## config.mk

```make
export PLATFORM = sky130hd
export DESIGN_NAME = tracklet_proc_sequencer
export DESIGN_NICKNAME = d
export VERILOG_FILES = /design/src/rtl/tracklet_proc_sequencer.sv
export SDC_FILE = /design/constraint.sdc
export NUM_CORES = 1
export LEC_CHECK = 0
export BUFFER_PORTS_ARGS = -buffer_cell sky130_fd_sc_hd__clkbuf_2
export CORE_MARGIN = 2
export CORE_UTILIZATION = 57
export DETAILED_ROUTE_END_ITERATION = 10
export HOLD_SLACK_MARGIN = 0.12
export PLACE_DENSITY = 0.83
export SLEW_MARGIN = 30
export SYNTH_ARGS = -nofsm -noshare
export SYNTH_HDL_FRONTEND = slang
export SYNTH_SLANG_ARGS = --single-unit
```

## constraint.sdc

```tcl
create_clock -name clk -period 3.8 [get_ports clk]
set_input_delay 0.19 -clock clk [delete_from_list [all_inputs] [get_ports clk]]
set_output_delay 0.19 -clock clk [all_outputs]
set_load 0.02 [all_outputs]
```

## src/rtl/tracklet_proc_sequencer.sv

```systemverilog
// Window-based sequencer for the tracklet processing chain: accepts at most one
// event per window boundary, tracks per-stage occupancy and flags completions.
module tracklet_proc_sequencer #(
    parameter int PROC_CYCLES = 64,
    parameter int NSTAGES     = 6,
    parameter int BX_W        = 4
) (
    input  logic               clk,
    input  logic               reset,
    input  logic               start,
    input  logic               ev_valid,
    output logic               ev_ready,
    output logic               en_proc,
    output logic               first_clk,
    output logic [BX_W-1:0]    bx,
    output logic [NSTAGES-1:0] stage_valid,
    output logic               done,
    output logic [BX_W-1:0]    done_bx,
    output logic [7:0]         bubble_cnt
);

    localparam int CNT_W = (PROC_CYCLES > 2) ? $clog2(PROC_CYCLES) : 1;

    typedef enum logic [1:0] {
        IDLE  = 2'd0,
        RUN   = 2'd1,
        DRAIN = 2'd2
    } state_t;

    state_t             state;
    logic [CNT_W-1:0]   cnt;
    logic               boundary;
    logic               handshake;
    logic               cnt_last;
    logic [NSTAGES-1:0] shifted;

    assign boundary  = (state != IDLE) && (cnt == '0);
    assign ev_ready  = (state == RUN) && (cnt == '0);
    assign en_proc   = (state != IDLE);
    assign first_clk = boundary;
    assign handshake = ev_ready && ev_valid;
    assign cnt_last  = (cnt == CNT_W'(PROC_CYCLES - 1));
    assign shifted   = (stage_valid << 1) | NSTAGES'(handshake);

    always_ff @(posedge clk or negedge reset) begin
        if (!reset) begin
            state       <= IDLE;
            cnt         <= '0;
            bx          <= '0;
            stage_valid <= '0;
            done        <= 1'b0;
            done_bx     <= '0;
            bubble_cnt  <= '0;
        end else begin
            done <= 1'b0;
            case (state)
                IDLE: begin
                    cnt <= '0;
                    if (start) begin
                        state <= RUN;
                    end
                end
                default: begin
                    cnt <= cnt_last ? '0 : cnt + 1'b1;
                    if (cnt_last) begin
                        bx <= bx + 1'b1;
                    end
                    if (boundary) begin
                        // The event leaving the last stage was accepted NSTAGES windows ago.
                        if (stage_valid[NSTAGES-1]) begin
                            done    <= 1'b1;
                            done_bx <= bx - BX_W'(NSTAGES);
                        end
                        stage_valid <= shifted;
                        if ((state == RUN) && !handshake && (bubble_cnt != 8'hFF)) begin
                            bubble_cnt <= bubble_cnt + 1'b1;
                        end
                        if (state == RUN) begin
                            if (!start) begin
                                state <= DRAIN;
                            end
                        end else if (start) begin
                            state <= RUN;
                        end else if (shifted == '0) begin
                            state <= IDLE;
                            cnt   <= '0;
                        end
                    end
                end
            endcase
        end
    end

endmodule

```

==> results.json, run 1 <==
{
  "status": "complete, no violations",
  "p_per_area_mw_per_mm2": 314.6,
  "r2r-end": "cnt[3]$_DFF_PN0_",
  "synth_edf_count": 0,
  "synth_area_leaders": "dfrtp_1, mux2_1, xnor2_1",
  "syn_inst": 125,
  "yosysWarnings": 0,
  "min_period_ns": 1.888,
  "hold_violations": 0,
  "clk_pin_slew_ns": 0.09,
  "synth_cell_types": 33,
  "synthArstFlopShare": 1.000,
  "setup_tns_ns": 0,
  "cp-startpoint": "cnt[0]$_DFF_PN0_",
  "p_clk_frac": 0.384,
  "grtUsageTotal": 0.1947,
  "final_area_mm2": 0.001757,
  "synth_top_area_frac": 0.5223,
  "setup-violations-final": 0,
  "leakagePower_uw": 0.0009173,
  "avgSynthCellArea_um2": 11.88,
  "slowest_stage": "dfrtp_1",
  "fin_nets": 172,
  "path_cells": "inv_1 > ha_1 > nor3b_4 > nand3_2 > inv_2 > clkbuf_2",
  "path_buf_inv": 3,
  "maxCapViolations": 0,
  "dpl-instance-area_mm2": 0.001668,
  "finalCritPeriodShare": 0.4968,
  "grt.overflow.total": 0,
  "drt_first_iter_violations": 23,
  "vias_per_cell": 5.515,
  "worstMarginPinSlew_ns": 0.7485,
  "clk_latency_ns": 0.32,
  "p_sw_frac": 0.2015,
  "grt.met2_usage": 0.3452,
  "io_pins": 30,
  "combPwrFrac": 0.020,
  "rsz0062_at_grt": "false",
  "htree_num_levels": 2,
  "core_area_mm2": 0.002477,
  "antenna_cells": 0,
  "place.gp.congestion": 0.8380,
  "crit_cells": 6,
  "dieArea_mm2": 0.003030,
  "cts_resized": 0,
  "syn-num-nets": 134,
  "finClkSkew_ns": 0.003028,
  "portBuffers": 29,
  "reg2reg_from": "cnt[0]$_DFF_PN0_",
  "fill_cells": 182,
  "fin_ws_ns": 1.912,
  "synth_seq_cells": 31,
  "start_kind": "flop",
  "cts_tree": "yes",
  "drt-total-wl_um": 2556,
  "vias": 1070,
  "wl_per_cell_um": 13.18,
  "worstPathRequired_ns": 3.61,
  "p_switching_uw": 111.3,
  "instances_no_fill": 194,
  "irDropWorstVdd_mv": 0.2949,
  "cts-root-buf": "clkbuf_4",
  "synth-seq-area-share": 0.5223,
  "clk_path_buf_depth": 2,
  "firstDrtPassIters": 4,
  "drc": 0,
  "grt_max_degree": 32,
  "antenna_found_initial": 0,
  "endpoint": "first_clk",
  "grt_pass1_wl_um": 4050,
  "rows": 18,
  "clock_sinks": 31,
  "pwr-share-seq": 0.596,
  "reg2regPathDepth": 6,
  "criticalPathCategory": "flop to output pin",
  "drtAntennaViolNets": 0,
  "end_kind": "output pin",
  "drive_gt1_frac": 0.2744,
  "yosys.area.top_type": "dfrtp_1",
  "synth.most_common_cell": "dfrtp_1",
  "area.growth.synth_to_final_pct": 18.28,
  "r2r_slack_ns": 2.05,
  "die_h_um": 55.05,
  "synthesis.area_mm2": 0.001485,
  "synth-main-ff-cell": "dfrtp_1",
  "use_met1": 0.2083,
  "p_int_uw": 441.3,
  "initial_core_util": 0.5995,
  "cpPeakStageDelay_ns": 0.42,
  "hpwlAfterDp_um": 2008,
  "grt_busiest_layer": "met2",
  "fmax_ghz": 0.5297,
  "crit_family": "simple AND/OR/NAND/NOR gates",
  "critPathMaxFanout": 7,
  "slew_headroom": 0.5010,
  "pre_cts_slack_ns": 2.068,
  "grtUsageMet3": 0.08333,
  "cts_buffers": 5,
  "dieWidth_um": 55.05,
  "synth_common_cells": "dfrtp_1, nand2_1, nor2_1, xnor2_1, mux2_1",
  "hp-class": "primary input to flop",
  "cp.arrival_ns": 1.70,
  "drv_slew": 0,
  "grt_pass1_vias": 972,
  "place_inst": 184
}
## through the flow
| step | hold slack, ns | power [uW] | util |
|---|---|---|---|
| 2_1_floorplan | -0.1056 | 337.1 | - |
| 3_3_place_gp | 0.2761 | 345.6 | 0.6732 |
| 3_5_place_dp | 0.2949 | 346.1 | 0.6732 |
| 4_1_cts | 0.1661 | 561.6 | 0.7091 |
| 5_1_grt | 0.1681 | 582.6 | 0.7091 |
| 6_report | 0.1812 | 552.6 | 0.7091 |
## state kept, by name, summed over array words and instances, names as in the netlist
register / cells
stage_valid: 6
state: 2
done_bx: 4
bubble_cnt: 8
done: 1
bx: 4
cnt: 6
## cell usage in the layout (no fill, tap or decap), types with 2 or more instances in the layout
cell type      instances
nand3_1                5
clkbuf_8               2
a22o_1                 2
clkbuf_2              29
o21ai_1                2
nand4_1                5
dlygate4sd3_1          2
clkbuf_4               5
inv_1                  5
nand2_1               12
mux2_1                 9
xnor2_1               10
dfrtp_1               31
inv_2                  2
ha_1                   5
nor2_1                10
xor2_1                 5
nor3_1                 3
## power by group through the flow
stage	combinational [uW]	sequential (uW)	clock, uW
global route	12.7	330	240
CTS	11.6	330	220
detailed placement	9.92	336	0
floorplan	0.861	336	0
global placement	9.42	336	0
finish	10.9	330	212
## kinds of logic after synthesis
group | after synthesis | synth area share
adders and majority gates | 5 | 0.04212
AOI/OAI and AO/OA | 9 | 0.05308
xor gates and xnor gates | 15 | 0.08845
muxes | 9 | 0.06824
and+or+nand+nor | 49 | 0.2081
buffers and inverters | 7 | 0.01769
DFF | 31 | 0.5223
## worst min-delay path by stage
stage	start	end	slack (ns)	cells after the start
global route	ev_valid	stage_valid[0]$_DFFE_PN0P_	0.17	2
floorplan	reset	bubble_cnt[0]$_DFFE_PN0P_	-0.11	0
CTS	ev_valid	stage_valid[0]$_DFFE_PN0P_	0.17	2
global placement	reset	bx[2]$_DFFE_PN0P_	0.28	1
detailed placement	reset	bx[2]$_DFFE_PN0P_	0.29	1
finish	ev_valid	stage_valid[0]$_DFFE_PN0P_	0.18	2
## final cells by class
class                      instances  area (um2)  share of cell area
tap                               30       37.54             0.02137
clock buffer                       8       68.82             0.03917
multi-input combinational         87       683.2              0.3889
timing repair buffer              31       165.2             0.09402
inverter                           7       26.28             0.01496
sequential                        31       775.7              0.4416
## what timing repair did
item                                   CTS  global route
setup buffers                            0             0
hold buffers                             2             0
endpoints found under the hold margin   32             0
## metal layers
| metal | part of all wire | up-vias |
|---|---|---|
| met4 | 0.0055 | 0 |
| met2 | 0.52 | 29 |
| met3 | 0.052 | 4 |
| li1 | - | 517 |
| met5 | 0 | - |
| met1 | 0.42 | 520 |
Note: power is estimated with default switching activity, not from simulation.
==> run 2, diff against run 1 <==
--- a/config.mk
+++ b/config.mk
@@ -7,10 +7,10 @@
 export LEC_CHECK = 0
 export BUFFER_PORTS_ARGS = -buffer_cell sky130_fd_sc_hd__clkbuf_2
 export CORE_MARGIN = 2
-export CORE_UTILIZATION = 57
+export CORE_UTILIZATION = 48
 export DETAILED_ROUTE_END_ITERATION = 10
 export HOLD_SLACK_MARGIN = 0.12
-export PLACE_DENSITY = 0.83
+export PLACE_DENSITY = 0.75
 export SLEW_MARGIN = 30
 export SYNTH_ARGS = -nofsm -noshare
 export SYNTH_HDL_FRONTEND = slang
==> constraint.sdc (replaced) <==
create_clock -name clk -period 1.5 [get_ports clk]
set_input_delay 0.075 -clock clk [delete_from_list [all_inputs] [get_ports clk]]
set_output_delay 0.075 -clock clk [all_outputs]
set_load 0.02 [all_outputs]
==> run 2 against run 1 <==
The flow now finishes with violations (setup timing). Clock power up 130%. Non-clock buffer count grew 29. Routed wire length is 33% higher. Die area up 17%. Combinational power grew to 3.1 times the previous value. Critical path depth grew 1. Worst hold slack worse by 0.018 ns.
==> results.json, run 2 (synthesis gave the netlist of run 1 again) <==
{
  "grt_busiest_layer": "met2",
  "top_regs": "bubble_cnt (8), cnt (6), stage_valid (6)",
  "die_h_um": 59.63,
  "finClkSkew_ns": 0.005611,
  "slew_headroom": 0.7895,
  "dieArea_mm2": 0.003555,
  "wl_per_cell_um": 15.06,
  "portBuffers": 29,
  "vias_per_cell": 5.262,
  "io_pins": 30,
  "p_per_area_mw_per_mm2": 645.0,
  "cts_buffers": 5,
  "cp.arrival_ns": 1.66,
  "antenna_cells": 0,
  "initial_core_util": 0.4946,
  "grtUsageTotal": 0.2049,
  "seq_area_um2": 778.2,
  "drv_slew": 0,
  "clock_sinks": 31,
  "antenna_found_initial": 0,
  "clk_latency_ns": 0.33,
  "use_met1": 0.2384,
  "fin_nets": 201,
  "clk_pin_slew_ns": 0.09,
  "end_kind": "output pin",
  "multiInputGateArea_um2": 790.8,
  "grt_pass1_wl_um": 5278,
  "core_area_mm2": 0.003003,
  "mostFrequentLayoutCells": "dfrtp_1, clkbuf_2, buf_4",
  "min_period_ns": 1.732,
  "htree_num_levels": 2,
  "cts-root-buf": "clkbuf_4",
  "drt-total-wl_um": 3389,
  "regMostFlops": "bubble_cnt",
  "finalCritPeriodShare": 1.155,
  "grt.overflow.total": 0,
  "firstDrtPassIters": 4,
  "hold_violations": 0,
  "r2r_slack_ns": -0.22,
  "grt_pass1_vias": 1174,
  "critPathMaxFanout": 2,
  "largest_reg_flops": 8,
  "start_kind": "flop",
  "fmax_ghz": 0.5774,
  "maxCapViolations": 0,
  "worstMarginPinSlew_ns": 0.3158,
  "vias": 1184,
  "rows": 20,
  "cts_tree": "yes",
  "drt_first_iter_violations": 27,
  "criticalPathCategory": "flop to output pin",
  "irDropWorstVdd_mv": 0.4818,
  "setup-violations-final": 25,
  "grt_max_degree": 21,
  "hpwlAfterDp_um": 2328,
  "drtAntennaViolNets": 0,
  "fin_ws_ns": -0.2320,
  "leakagePower_uw": 0.001064,
  "hp-class": "primary input to asynchronous set/reset pin",
  "grt.met2_usage": 0.3485,
  "rsz0062_at_grt": "true",
  "reg2reg_from": "cnt[0]$_DFF_PN0_",
  "mostFrequentLayoutCell": "dfrtp_1",
  "whs_ns": 0.1628,
  "grtUsageMet3": 0.06114,
  "fill_cells": 232,
  "status": "finished, violations left",
  "r2r-end": "done_bx[2]$_DFFE_PN0P_",
  "drc": 0,
  "setup_tns_ns": -3.436,
  "place.gp.congestion": 0.9201,
  "area.growth.synth_to_final_pct": 41.70,
  "worstPathRequired_ns": 1.42,
  "drive_gt1_frac": 0.4948,
  "dieWidth_um": 59.63,
  "violations": "setup timing",
  "clk_path_buf_depth": 2,
  "reg2regPathDepth": 6
}
-- run 2: cell count changes in the layout (fill, tap and decap cells not counted), moves of 3 or more --
cell and change:
buf_4 +26, nor2_2 +3, mux2_1 -4, nand2_2 +3
nor2_1 -3, nand2_1 -3, mux2_4 +4
-- run 2: power by group --
group	internal, uW	leakage, uW	switching (uW)	total, uW
logic	10.8	0.000625	23.2	34.0
clock network	217	0.0000341	272	489
registers	835	0.000405	0	835
total	1060	0.00106	295	1360
-- run 2: layer usage --
layer / routed length, um / vias up
met2: 1701 / 37
met4: 46 / 0
met3: 185 / 6
met1: 1456 / 576
met5: 0 / -
li1: - / 565
-- run 2: worst max-delay path: stages, from the launching register on --
cell	delay, ns
dfrtp_1	0.40
inv_1	0.08
ha_2	0.18
nor3b_4	0.23
nand3_2	0.13
buf_4	0.16
inv_2	0.04
clkbuf_8	0.13
-- run 2: repair_timing --
action                                 CTS  global route
resized for setup                       11            21
setup endpoints to repair               27            32
endpoints found under the hold margin   34             0
setup buffers                            6             4
hold buffers                             3             0
pin swaps                                7            15
-- run 2: area by class of cell --
| type | count | area share |
|---|---|---|
| Sequential cell | 31 | 0.3698 |
| Multi-Input combinational cell | 87 | 0.3757 |
| Clock buffer | 6 | 0.02438 |
| Timing Repair Buffer | 60 | 0.1956 |
| Clock inverter | 1 | 0.002378 |
| Tap cell | 33 | 0.01962 |
| Inverter | 7 | 0.01249 |
-- run 2: how the worst max path moves through the flow --
stage,from,to,slack (ns),depth (start not counted)
final,cnt[0]$_DFF_PN0_,first_clk,-0.23,7
after global routing,cnt[0]$_DFF_PN0_,done_bx[0]$_DFFE_PN0P_,-0.37,6
after CTS,cnt[1]$_DFF_PN0_,first_clk,-0.16,7
after detailed placement,cnt[0]$_DFF_PN0_,done_bx[2]$_DFFE_PN0P_,-0.16,5
after global placement,cnt[0]$_DFF_PN0_,done_bx[2]$_DFFE_PN0P_,-0.08,5
after floorplan,cnt[0]$_DFF_PN0_,done_bx[0]$_DFFE_PN0P_,-0.06,5
-- run 2: metrics by stage --
stage | utilization | area (um2) | instances | total power [uW] | setup slack, ns
after floorplan | - | 1493 | 125 | 854.1 | -0.05853
after global placement | 0.6042 | 1814 | 205 | 877.4 | -0.07919
after detailed placement | 0.6042 | 1814 | 205 | 878.6 | -0.1627
after CTS | 0.6600 | 1982 | 221 | 1366 | -0.1589
after global routing | 0.7008 | 2105 | 225 | 1417 | -0.3695
final | 0.7008 | 2105 | 225 | 1358 | -0.2320
==> run 3, diff against run 2 <==
--- a/config.mk
+++ b/config.mk
@@ -7,10 +7,10 @@
 export LEC_CHECK = 0
 export BUFFER_PORTS_ARGS = -buffer_cell sky130_fd_sc_hd__clkbuf_2
 export CORE_MARGIN = 2
-export CORE_UTILIZATION = 48
+export CORE_UTILIZATION = 53
 export DETAILED_ROUTE_END_ITERATION = 10
 export HOLD_SLACK_MARGIN = 0.12
-export PLACE_DENSITY = 0.75
+export PLACE_DENSITY = 0.78
 export SLEW_MARGIN = 30
 export SYNTH_ARGS = -nofsm -noshare
 export SYNTH_HDL_FRONTEND = slang
==> constraint.sdc (replaced) <==
create_clock -name clk -period 1.6 [get_ports clk]
set_input_delay 0.08 -clock clk [delete_from_list [all_inputs] [get_ports clk]]
set_output_delay 0.08 -clock clk [all_outputs]
set_load 0.02 [all_outputs]
==> run 3 against run 2 <==
The flow still finishes with violations (setup timing). Global-route usage rose by 0.77 points. Non-clock buffer count fell by 14. Sequential share of layout area rose by 2.3 points. Power fell by 1.8%. Sequential power fell by 6.2%. Die area fell by 8.8%. Largest power group unchanged. Core utilization rose by 2.7 points. First-iteration DRC count fell by 11%. Critical endpoint unchanged. Via count fell by 5.5%. Clock-buffer cell count rose by 2. Sequential cell count did not move. Register-to-register slack improved by 0.16 ns.
==> results.json, run 3 (synthesis gave the netlist of run 1 again) <==
{
  "cpPeakStageDelay_ns": 0.40,
  "drtAntennaViolNets": 0,
  "grtUsageMet3": 0.04762,
  "drt_first_iter_violations": 24,
  "fmax_ghz": 0.5892,
  "vias": 1119,
  "hpwlAfterDp_um": 2211,
  "cts_buffers": 5,
  "slew_headroom": 0.5051,
  "regMostFlops": "bubble_cnt",
  "final_area_mm2": 0.001973,
  "drc": 0,
  "area.growth.synth_to_final_pct": 32.86,
  "die_h_um": 56.94,
  "drive_gt1_frac": 0.4190,
  "rows": 19,
  "grt_max_degree": 32,
  "hp-class": "primary input to asynchronous set/reset pin",
  "antenna_cells": 0,
  "violations": "setup timing",
  "place.gp.congestion": 0.7851,
  "path_cells": "inv_1 > ha_2 > nor3b_4 > buf_6 > nand3_4 > inv_2 > buf_8",
  "dpl-instance-area_mm2": 0.001722,
  "reg2regPathDepth": 6,
  "min_period_ns": 1.697,
  "fin_ws_ns": -0.09708,
  "grtUsageTotal": 0.2125,
  "dieArea_mm2": 0.003242,
  "r2r_slack_ns": -0.06,
  "p_per_area_mw_per_mm2": 675.4,
  "utilization": 0.7281,
  "clock_sinks": 31,
  "htree_num_levels": 2,
  "start_kind": "flop",
  "pre_cts_slack_ns": -0.07278,
  "worstPathRequired_ns": 1.52,
  "end_kind": "output pin",
  "path_buf_inv": 4,
  "hold_violations": 0,
  "finalCritPeriodShare": 1.061,
  "leakagePower_uw": 0.001016,
  "finClkSkew_ns": 0.01165,
  "fill_cells": 198,
  "dieWidth_um": 56.94,
  "grt_busiest_layer": "met2",
  "rsz0062_at_grt": "true",
  "mostFrequentLayoutCells": "dfrtp_1, clkbuf_2, nor2_1, xnor2_1, buf_4",
  "worstMarginPinSlew_ns": 0.7424,
  "critPathMaxFanout": 3,
  "firstDrtPassIters": 4,
  "reg2reg_from": "cnt[0]$_DFF_PN0_",
  "status": "finished, violations left",
  "wl_per_cell_um": 14.68,
  "cts-root-buf": "clkbuf_4",
  "irDropWorstVdd_mv": 0.5846,
  "initial_core_util": 0.5480,
  "mostFrequentLayoutCell": "dfrtp_1",
  "grt.met2_usage": 0.3711,
  "use_met1": 0.2481,
  "largest_reg_flops": 8,
  "drv_slew": 0,
  "io_pins": 30,
  "grt.overflow.total": 0,
  "grt_pass1_vias": 1152,
  "clk_latency_ns": 0.34,
  "fin_nets": 187,
  "r2r-end": "done_bx[0]$_DFFE_PN0P_",
  "maxCapViolations": 0,
  "drt-total-wl_um": 3083,
  "clk_path_buf_depth": 2,
  "antenna_found_initial": 0,
  "core_area_mm2": 0.002710,
  "criticalPathCategory": "flop to output pin",
  "slowest_stage": "dfrtp_1",
  "portBuffers": 29,
  "top_regs": "bubble_cnt (8), cnt (6), stage_valid (6)",
  "crit_family": "flip-flops",
  "cts_tree": "yes",
  "setup-violations-final": 12,
  "grt_pass1_wl_um": 5230,
  "cp.arrival_ns": 1.62,
  "clk_pin_slew_ns": 0.10,
  "vias_per_cell": 5.329
}
==> run 3: changes by cell type in the layout (fill, tap and decap cells not counted), sizes merged <==
cell and delta:
clkinv -1, clkbuf +2, buf -14
==> run 3: worst max-delay path by stage <==
stage	to	start	slack (ns)	cells past startpoint
final	first_clk	cnt[0]$_DFF_PN0_	-0.1	7
after global placement	cnt[3]$_DFF_PN0_	cnt[0]$_DFF_PN0_	0.01	6
after CTS	first_clk	cnt[0]$_DFF_PN0_	-0.06	7
after detailed placement	cnt[5]$_DFF_PN0_	cnt[0]$_DFF_PN0_	-0.07	6
after global routing	first_clk	cnt[1]$_DFF_PN0_	-0.18	7
after floorplan	done_bx[0]$_DFFE_PN0P_	cnt[0]$_DFF_PN0_	0.04	5
==> run 3: final cells by class <==
cell class / count / area, um2 / share of cell area
clock buffers: 8 / 68.82 / 0.03488
inverters: 7 / 26.28 / 0.01332
multi-input cells: 87 / 749.5 / 0.3798
flip-flops and latches: 31 / 775.7 / 0.3932
well taps: 31 / 38.79 / 0.01966
repair buffers: 46 / 314.1 / 0.1592
==> run 3: stage by stage <==
stage	hold WS [ns]	instances	setup TNS [ns]	power (uW)
floorplan	-0.2156	125	0	800.6
global placement	0.1680	192	0	820.8
detailed placement	0.1804	192	-0.3339	821.6
CTS	0.3490	210	-0.6007	1346
global route	0.3978	210	-2.340	1378
finish	0.3293	210	-0.6470	1333
==> run 3: power breakdown <==
| group | switching [uW] | internal (uW) | leakage, uW |
|---|---|---|---|
| Clock | 263 | 258 | 0.0000386 |
| Sequential | 0 | 783 | 0.000408 |
| Combinational | 20.0 | 8.50 | 0.000569 |
| Total | 283 | 1050 | 0.00102 |
==> run 3: repair_timing <==
item / CTS / global route
hold buffers: 3 / 0
pin swaps: 4 / 6
buffers inserted: 7 / 0
setup endpoints to repair: 14 / 27
cloned: 0 / 0
resized for setup: 12 / 15
hold endpoints to repair: 34 / 0
==> run 3: metal layers <==
layer | vias up | wire [um]
met2 | 25 | 1606
met4 | 0 | 61
li1 | 546 | -
met1 | 541 | 1295
met3 | 7 | 119
met5 | - | 0
